<file path="config.mk">
export PLATFORM = sky130hd
export DESIGN_NAME = bpm_measure_ctrl
export DESIGN_NICKNAME = d
export VERILOG_FILES = /design/src/rtl/bpm_pkg.sv /design/src/rtl/sample_tick_gen.sv /design/src/rtl/bpm_measure_ctrl.sv
export SDC_FILE = /design/constraint.sdc
export NUM_CORES = 1
export LEC_CHECK = 0
export ABC_AREA = 0
export BUFFER_PORTS_ARGS = -buffer_cell sky130_fd_sc_hd__buf_2
export CAP_MARGIN = 20
export CORE_MARGIN = 2
export CORE_UTILIZATION = 49
export CTS_CLUSTER_DIAMETER = 100
export DETAILED_ROUTE_END_ITERATION = 12
export GPL_TIMING_DRIVEN = 0
export PLACE_DENSITY_LB_ADDON = 0.25
export SLEW_MARGIN = 5
export SYNTH_ARGS = -nofsm -noshare
export SYNTH_HDL_FRONTEND = slang
export SYNTH_SLANG_ARGS = --single-unit
</file>
<file path="constraint.sdc">
create_clock -name clk -period 6.6 [get_ports clk]
set_input_delay 1.32 -clock clk [delete_from_list [all_inputs] [get_ports clk]]
set_output_delay 1.32 -clock clk [all_outputs]
set_load 0.02 [all_outputs]
</file>
<file path="src/rtl/bpm_pkg.sv">
// Shared FSM state type, default timing constants and BPM range helper.
// Latency: n/a (declarations only).
// Backpressure: n/a.
package bpm_pkg;

    typedef enum logic [1:0] {
        ST_IDLE    = 2'd0,
        ST_WARMUP  = 2'd1,
        ST_MEASURE = 2'd2,
        ST_FAULT   = 2'd3
    } bpm_state_t;

    localparam int unsigned BPM_CLK_DIV_DEF = 40000;
    localparam int unsigned BPM_WARMUP_DEF  = 50;
    localparam int unsigned BPM_TIMEOUT_DEF = 75;
    localparam int unsigned BPM_MIN_DEF     = 30;
    localparam int unsigned BPM_MAX_DEF     = 220;

    function automatic logic bpm_in_range(input logic [7:0] v,
                                          input logic [7:0] lo,
                                          input logic [7:0] hi);
        return (v >= lo) && (v <= hi);
    endfunction

endpackage

</file>
<file path="src/rtl/sample_tick_gen.sv">
// Free-running divider producing a one-cycle tick every CLK_DIV cycles while run is high.
// Latency: first tick CLK_DIV-1 cycles after run rises from a cleared count.
// Backpressure: none; dropping run clears the count on the next edge.
module sample_tick_gen
    import bpm_pkg::*;
#(
    parameter int unsigned CLK_DIV = BPM_CLK_DIV_DEF
)(
    input  logic clk,
    input  logic rst_n,
    input  logic run,
    output logic tick
);

    localparam int unsigned CW = (CLK_DIV > 1) ? $clog2(CLK_DIV) : 1;
    localparam logic [CW-1:0] TC = CW'(CLK_DIV - 1);

    logic [CW-1:0] r_cnt;
    logic          w_tc;

    assign w_tc = (r_cnt == TC);
    assign tick = run && w_tc;

    always_ff @(posedge clk or negedge rst_n) begin
        if (!rst_n) begin
            r_cnt <= '0;
        end else if (!run || w_tc) begin
            r_cnt <= '0;
        end else begin
            r_cnt <= r_cnt + CW'(1);
        end
    end

endmodule

</file>
<file path="src/rtl/bpm_measure_ctrl.sv">
// BPM measurement sequencer: warmup, range-checked capture, host hand-off, timeout fault.
// Latency: accepted reading on host_bpm next cycle (two cycles with BPM_MEASURE_CTRL_AVG_EN, 4-sample mean).
// Backpressure: none; unacknowledged host_bpm is overwritten and flagged via sticky overrun.
module bpm_measure_ctrl
    import bpm_pkg::*;
#(
    parameter int unsigned CLK_DIV         = BPM_CLK_DIV_DEF,
    parameter int unsigned WARMUP_SAMPLES  = BPM_WARMUP_DEF,
    parameter int unsigned TIMEOUT_SAMPLES = BPM_TIMEOUT_DEF,
    parameter int unsigned BPM_MIN         = BPM_MIN_DEF,
    parameter int unsigned BPM_MAX         = BPM_MAX_DEF
)(
    input  logic       clk,
    input  logic       rst_n,
    input  logic       start,
    input  logic       stop,
    output logic       dp_en,
    input  logic [7:0] dp_bpm_value,
    input  logic       dp_bpm_valid,
    output logic       dp_bpm_copied,
    output logic [7:0] host_bpm,
    output logic       host_valid,
    input  logic       host_ack,
    output logic       busy,
    output logic       fault,
    output logic       overrun
);

    localparam int unsigned   WW        = $clog2(WARMUP_SAMPLES + 1);
    localparam int unsigned   TW        = $clog2(TIMEOUT_SAMPLES + 1);
    localparam logic [WW-1:0] WARM_LAST = WW'(WARMUP_SAMPLES - 1);
    localparam logic [TW-1:0] TO_LAST   = TW'(TIMEOUT_SAMPLES - 1);
    localparam logic [TW-1:0] TO_MAX    = TW'(TIMEOUT_SAMPLES);
    localparam logic [7:0]    LO        = 8'(BPM_MIN);
    localparam logic [7:0]    HI        = 8'(BPM_MAX);

    bpm_state_t    r_state;
    logic          r_busy;
    logic          r_fault;
    logic [WW-1:0] r_warm_cnt;
    logic [TW-1:0] r_to_cnt;
    logic          r_valid_q;
    logic          r_copied;
    logic [7:0]    r_host_bpm;
    logic          r_host_vld;
    logic          r_overrun;

    logic          w_run;
    logic          w_tick;
    logic          w_rise;
    logic          w_accept;
    logic          w_present;
    logic [7:0]    w_present_bpm;

    // A stop cycle clears the divider so IDLE always starts from a zero count.
    assign w_run    = ((r_state == ST_WARMUP) || (r_state == ST_MEASURE)) && !stop;
    assign w_rise   = dp_bpm_valid && !r_valid_q;
    assign w_accept = (r_state == ST_MEASURE) && w_rise && bpm_in_range(dp_bpm_value, LO, HI);

    sample_tick_gen #(
        .CLK_DIV (CLK_DIV)
    ) u_tick (
        .clk   (clk),
        .rst_n (rst_n),
        .run   (w_run),
        .tick  (w_tick)
    );

    always_ff @(posedge clk or negedge rst_n) begin
        if (!rst_n) begin
            r_state    <= ST_IDLE;
            r_busy     <= 1'b0;
            r_fault    <= 1'b0;
            r_warm_cnt <= '0;
            r_to_cnt   <= '0;
        end else if (stop) begin
            r_state <= ST_IDLE;
            r_busy  <= 1'b0;
            r_fault <= 1'b0;
        end else begin
            case (r_state)
                ST_IDLE, ST_FAULT: begin
                    if (start) begin
                        r_state    <= ST_WARMUP;
                        r_busy     <= 1'b1;
                        r_fault    <= 1'b0;
                        r_warm_cnt <= '0;
                    end
                end
                ST_WARMUP: begin
                    if (w_tick) begin
                        if (r_warm_cnt == WARM_LAST) begin
                            r_state  <= ST_MEASURE;
                            r_to_cnt <= '0;
                        end else begin
                            r_warm_cnt <= r_warm_cnt + WW'(1);
                        end
                    end
                end
                ST_MEASURE: begin
                    if (w_accept) begin
                        r_to_cnt <= '0;
                    end else if (w_tick) begin
                        if (r_to_cnt != TO_MAX) begin
                            r_to_cnt <= r_to_cnt + TW'(1);
                        end
                        if (r_to_cnt == TO_LAST) begin
                            r_state <= ST_FAULT;
                            r_fault <= 1'b1;
                        end
                    end
                end
                default: begin
                    r_state <= ST_IDLE;
                    r_busy  <= 1'b0;
                    r_fault <= 1'b0;
                end
            endcase
        end
    end

`ifdef BPM_MEASURE_CTRL_AVG_EN
    logic [3:0][7:0] r_hist;
    logic [1:0]      r_fill;
    logic            r_avg_vld;
    logic [9:0]      w_sum;

    // History window restarts every warmup so stale pre-fault samples never leak into the mean.
    always_ff @(posedge clk or negedge rst_n) begin
        if (!rst_n) begin
            r_hist    <= '0;
            r_fill    <= '0;
            r_avg_vld <= 1'b0;
        end else begin
            r_avg_vld <= 1'b0;
            if (r_state == ST_WARMUP) begin
                r_fill <= '0;
            end else if (w_accept) begin
                r_hist <= {r_hist[2:0], dp_bpm_value};
                if (r_fill == 2'd3) begin
                    r_avg_vld <= 1'b1;
                end else begin
                    r_fill <= r_fill + 2'd1;
                end
            end
        end
    end

    assign w_sum         = {2'b00, r_hist[0]} + {2'b00, r_hist[1]}
                         + {2'b00, r_hist[2]} + {2'b00, r_hist[3]};
    assign w_present     = r_avg_vld && !stop;
    assign w_present_bpm = w_sum[9:2];
`else
    assign w_present     = w_accept && !stop;
    assign w_present_bpm = dp_bpm_value;
`endif

    always_ff @(posedge clk or negedge rst_n) begin
        if (!rst_n) begin
            r_valid_q  <= 1'b0;
            r_copied   <= 1'b0;
            r_host_bpm <= '0;
            r_host_vld <= 1'b0;
            r_overrun  <= 1'b0;
        end else begin
            r_valid_q <= dp_bpm_valid;
            r_copied  <= w_rise && (r_state != ST_IDLE);
            if (start) begin
                r_overrun <= 1'b0;
            end else if (w_present && r_host_vld && !host_ack) begin
                r_overrun <= 1'b1;
            end
            if (stop) begin
                r_host_vld <= 1'b0;
            end else if (w_present) begin
                r_host_bpm <= w_present_bpm;
                r_host_vld <= 1'b1;
            end else if (host_ack) begin
                r_host_vld <= 1'b0;
            end
        end
    end

    assign dp_en         = w_tick;
    assign dp_bpm_copied = r_copied;
    assign host_bpm      = r_host_bpm;
    assign host_valid    = r_host_vld;
    assign busy          = r_busy;
    assign fault         = r_fault;
    assign overrun       = r_overrun;

endmodule
</file>
Yosys cells after proc, flatten, opt, wreduce, memory -nomap -nowiden --
Cells that the tools add are included.
Word-level totals: register bits 45, bits of input ports 14, output and inout bits 14, word-level logic and storage cells 101
Operators by class: add/subtract/negate cells 3, magnitude comparators 2, equal/unequal tests 19, muxes and demuxes 33, bitwise operators 1, reduce and logical (&&, ||, !) cells 32
Operators by type and width (number):
- two-way mux 7 bit | 5
- two-way mux 6 bit | 3
- adder 16 x 1 -> 16 bit, second input constant | 1
- == test 16 bit, second input constant | 1
- two-way mux 16 bit | 1
- != test 3 bit, second input constant | 5
- two-way mux 2 bit | 7
- one-hot mux 7 bit (2 select lines) | 1
- two-way mux 1 bit | 13
- one-hot mux 6 bit (2 select lines) | 1
- AND reduction 6 bit | 2
- nonzero test 2 bit | 6
- logical AND 1 bit | 10
- AND reduction 5 bit | 2
- != test 3 x 2 -> 1 bit, second input constant | 3
- >= comparator 8 x 5 -> 1 bit, second input constant | 1
- less-or-equal comparator 8 bit, second input constant | 1
- adder 7 x 1 -> 7 bit, second input constant | 1
- == test 7 bit, second input constant | 1
- != test 7 bit, second input constant | 1
- adder 6 x 1 -> 6 bit, second input constant | 1
- == test 6 bit, second input constant | 1
- != test 2 bit, second input constant | 3
- one-hot mux 2 bit (3 select lines) | 1
- 11 further kinds | 18

Depth between registers and ports, before layout --
depth in word-level cells 9, mapped depth 8, gate-level depth less buffers 7

Cells and area by module --
Synthesis repeated with hierarchy kept, for this count alone.
Second synthesis, totals: cell total of the unflattened synthesis 239, area total of the unflattened synthesis 2478.6 sq um
Modules (own cells, without submodules):
- bpm_measure_ctrl | instances 1, cells an instance 157, area an instance 1651.6 sq um, seq. area each 725.7 sq um
- sample_tick_gen | instances 1, cells an instance 82, area an instance 827.0 sq um, seq. area each 400.4 sq um

Worst setup path after synthesis --
OpenSTA, ideal clock, no wires.
path kind input to output, start input stop, end output dp_en, arrival time 2144 ps, required time 5280 ps, path slack 3136 ps, stages 4, path buffers 1, cells stage by stage clkbuf_1 nor2b_1 nand2_1 nor2_1
On the way: cells in the longest elaborated chain, start to end 3
Ends and longest elaborated chain:
- start: declaration | line bpm_measure_ctrl.sv:16 | input logic stop,
- logical NOT 1 bit | line bpm_measure_ctrl.sv:56 | assign w_run = ((r_state == ST_WARMUP) || (r_state == ST_MEASURE)) && !stop;
- logical AND 1 bit | line bpm_measure_ctrl.sv:56
- logical AND 1 bit | line sample_tick_gen.sv:22 | assign tick = run && w_tc;
- end: declaration | line bpm_measure_ctrl.sv:17 | output logic dp_en,
No other way between the ends.

Worst setup path in the final report --
Same ends and word-level chain as after synthesis.

==> results.json <==
{
  "outcome": "finished, final reports clean",
  "critical_path.max_stage_delay_ps": 280,
  "ir_worst_vdd_mv": 0.124,
  "most_frequently_used_flop_master_after_synthesis": "sky130_fd_sc_hd__dfrtp_1",
  "timing_hold_violations_final": 0,
  "grt_max_degree": 46,
  "post_synth_num_cell_types": 49,
  "most_common_library_cell_in_the_layout_ignoring_fill_and_taps": "sky130_fd_sc_hd__dfrtp_1",
  "die_y_um": 74.3,
  "global_route.overflow_total": 0,
  "final-setup-viol-count": 0,
  "antenna_found_initial": 0,
  "worstHoldPathCells": 1,
  "setup.reg_to_reg.worst_slack_ps": 4160,
  "drive_above_1_share_pct": 20.5,
  "num-nets-final": 299,
  "worstHoldPathType": "reg2reg",
  "ctsHtreeMaxLevel": 2,
  "cts.reportedPaths.clkPinSlew_ps": 80,
  "worst-path-max-fanout": 10,
  "cts-hold-fix-buffers": 0,
  "power.static_leakage_nw": 1.19,
  "postSynthNetCount": 265,
  "first_pass_grt_wire_length_um": 8260,
  "worst-slew-pin-transition_ps": 534,
  "timing.critical_path.from_type": "input pin",
  "postCtsResizedCells": 0,
  "syn_inst": 243,
  "placement.setup.worst_slack_ps": 2930,
  "path_buf_inv": 2,
  "clock-sinks": 45,
  "fin_util_pct": 57.7,
  "layout_common_cells": "sky130_fd_sc_hd__dfrtp_1, sky130_fd_sc_hd__nor2_1, sky130_fd_sc_hd__buf_2",
  "grt_setup_unrepaired": "false",
  "drv_cap": 0,
  "postRouteAntennaNets": 0,
  "power_density_mw_per_mm2": 274,
  "cts.root.buffer_cell": "sky130_fd_sc_hd__clkbuf_8",
  "number_of_flops_mapped_to_enable_cells_by_yosys": 0,
  "worst_skew_pair.late_latency_ps": 290,
  "final.min_clock_period_ps": 3660,
  "final_routed_wirelength_um": 4800,
  "worst_ep_arrival_time_ps": 2340,
  "worst_r2r_endpoint": "r_to_cnt[6]",
  "ys_seq_area_share_pct": 46.5,
  "critical_path_class": "in2out",
  "finalWorstSetupSlack_ps": 2940,
  "critPathCaptureType": "output pin",
  "synthToLayoutAreaGrowth_pct": 13.4,
  "critical_path.cell_chain": "clkbuf_1, nor2b_1, nand2_1, nor2_1, buf_2",
  "period_share_pct": 55.4,
  "cpMaxStageDelayCell": "sky130_fd_sc_hd__nor2b_1",
  "vias_in_the_first_global_route": 1892,
  "smallest_hold_slack_ps": 491,
  "cp_data_required_time_ps": 5280,
  "synth.ff_latch_count": 45,
  "postCtsSetupBuffers": 0,
  "worst_reg_to_reg_cells": 7,
  "die_width_um": 74.3,
  "detail_route.iter0.violations": 122,
  "detailroute.via_count": 1936,
  "avgSynthCellArea_um2": 9.96,
  "num_antenna_cells": 0,
  "relSlewSlack_pct": 63.9,
  "clock_skew_ps": 6.30,
  "hold_start": "u_tick.r_cnt[0]",
  "drt-wirelength-per-cell_um": 13.9,
  "ioPinCount": 28,
  "die_area_mm2": 0.00552,
  "ctsLongestPathBuffers": 2,
  "startpoint_of_the_most_critical_register_to_register_path": "r_state[0]",
  "grt_use_total_pct": 19.2,
  "timing_max_transition_violations_final": 0,
  "cts_inserted_buffers": 5,
  "rows": 25,
  "fmax_mhz": 273,
  "core_area_mm2": 0.00475,
  "path_delay_family": "simple AND/OR/NAND/NOR gates",
  "port_buffers": 26,
  "vias_per_cell": 5.61,
  "synthesis.area_mm2": 0.00242,
  "initial_utilization_pct": 50.9,
  "synth_async_reset_ratio_pct": 100,
  "synth-warning-count": 0,
  "timing.setup.tns_ps": 0,
  "estimated_wirelength_of_the_detail_placed_design_um": 3500,
  "first_pass_iteration_count_of_the_detailed_router": 4,
  "hold_end": "u_tick.r_cnt[0]",
  "finalWeightedCongestion": 0.838,
  "drc_errors": 0,
  "cts_tree": "built"
}
==> Yosys cell counts, types with 2 or more instances <==
| cell type | count | share of area (%) |
|---|---|---|
| sky130_fd_sc_hd__nand3_1 | 14 | 2.9 |
| sky130_fd_sc_hd__nor2_1 | 32 | 5.0 |
| sky130_fd_sc_hd__nor3_1 | 7 | 1.4 |
| sky130_fd_sc_hd__nor4_1 | 3 | 0.78 |
| sky130_fd_sc_hd__a31o_2 | 2 | 0.72 |
| sky130_fd_sc_hd__a21o_1 | 2 | 0.62 |
| sky130_fd_sc_hd__or4_4 | 2 | 0.93 |
| sky130_fd_sc_hd__o21ai_0 | 10 | 2.1 |
| sky130_fd_sc_hd__nor4b_1 | 3 | 1.1 |
| sky130_fd_sc_hd__a32o_1 | 2 | 0.83 |
| sky130_fd_sc_hd__o2bb2ai_1 | 2 | 0.72 |
| sky130_fd_sc_hd__nand4_1 | 10 | 2.6 |
| sky130_fd_sc_hd__mux2_2 | 8 | 3.7 |
| sky130_fd_sc_hd__or3_1 | 2 | 0.52 |
| sky130_fd_sc_hd__dfrtp_1 | 45 | 47 |
| sky130_fd_sc_hd__or4_1 | 3 | 0.93 |
| sky130_fd_sc_hd__xor2_1 | 8 | 2.9 |
| sky130_fd_sc_hd__and2_1 | 3 | 0.78 |
| sky130_fd_sc_hd__nand2b_1 | 4 | 1.0 |
| sky130_fd_sc_hd__nand2_1 | 15 | 2.3 |
| sky130_fd_sc_hd__ha_1 | 8 | 4.1 |
| sky130_fd_sc_hd__a21oi_1 | 8 | 1.7 |
| sky130_fd_sc_hd__and3_1 | 3 | 0.78 |
| sky130_fd_sc_hd__xnor2_1 | 9 | 3.3 |
| sky130_fd_sc_hd__and4_1 | 2 | 0.72 |
| sky130_fd_sc_hd__inv_1 | 11 | 1.7 |
| sky130_fd_sc_hd__clkbuf_1 | 3 | 0.47 |
==> registers in the layout, indices dropped and copies added (netlist names) <==
name / cells
overrun: 1
u_tick.r_cnt: 16
fault: 1
host_bpm: 8
host_valid: 1
dp_bpm_copied: 1
r_state: 2
r_warm_cnt: 6
busy: 1
r_valid_q: 1
r_to_cnt: 7
==> area by class of cell <==
type	instances	area (um2)
plain buffers	6	31.3
clock buffers	6	72.6
clock inverters	2	10.0
fillers	440	2010
inverters	11	41.3
multi-input cells	181	1220
flip-flops and latches	45	1130
well taps	67	83.8
repair buffers	27	158
==> how the worst max path moves through the flow <==
stage / startpoint / cells past startpoint / endpoint
global route: stop / 5 / dp_en
global placement: stop / 5 / dp_en
floorplan: stop / 4 / dp_en
detailed placement: stop / 5 / dp_en
CTS: stop / 5 / dp_en
finish: stop / 5 / dp_en
==> through the flow <==
step / instance area, um2 / instances / power [mW]
5_1_grt: 2750 / 345 / 0.800
3_5_place_dp: 2640 / 336 / 0.591
3_3_place_gp: 2640 / 336 / 0.588
4_1_cts: 2720 / 344 / 0.756
6_report: 2750 / 345 / 0.751
2_1_floorplan: 2420 / 243 / 0.514
==> power breakdown <==
part / internal, mW / leakage (nW) / total [mW] / switching (mW)
clock network: 0.0735 / 0.0450 / 0.165 / 0.0916
registers: 0.320 / 0.609 / 0.347 / 0.0270
logic: 0.0887 / 0.532 / 0.239 / 0.150
==> metal layers <==
metal | up-vias | part of all wire (%) | global-route usage (%)
li1 | 941 | - | -
met1 | 944 | 48 | 24.1
met2 | 42 | 46 | 33.0
met3 | 9 | 4.2 | 3.39
met4 | 0 | 1.4 | 7.34
met5 | - | 0 | 0
==> cell families after synthesis <==
kind of cell | synth area share, %
DFF | 46.5
xor gates and xnor gates | 6.15
muxes | 4.13
adders and majority gates | 4.13
buffers and inverters | 3.00
AOI/OAI and AO/OA | 10.2
and+or+nand+nor | 25.8
==> worst register-to-register path: cells and delay by family, from the launching register on <==
kind	cells	cell delay (ps)
AOI/OAI and AO/OA	1	80
adders and majority gates	1	380
buffers and inverters	1	70
DFF	1	380
and+or+nand+nor	4	1450
Power figures use the tool's default switching activity.
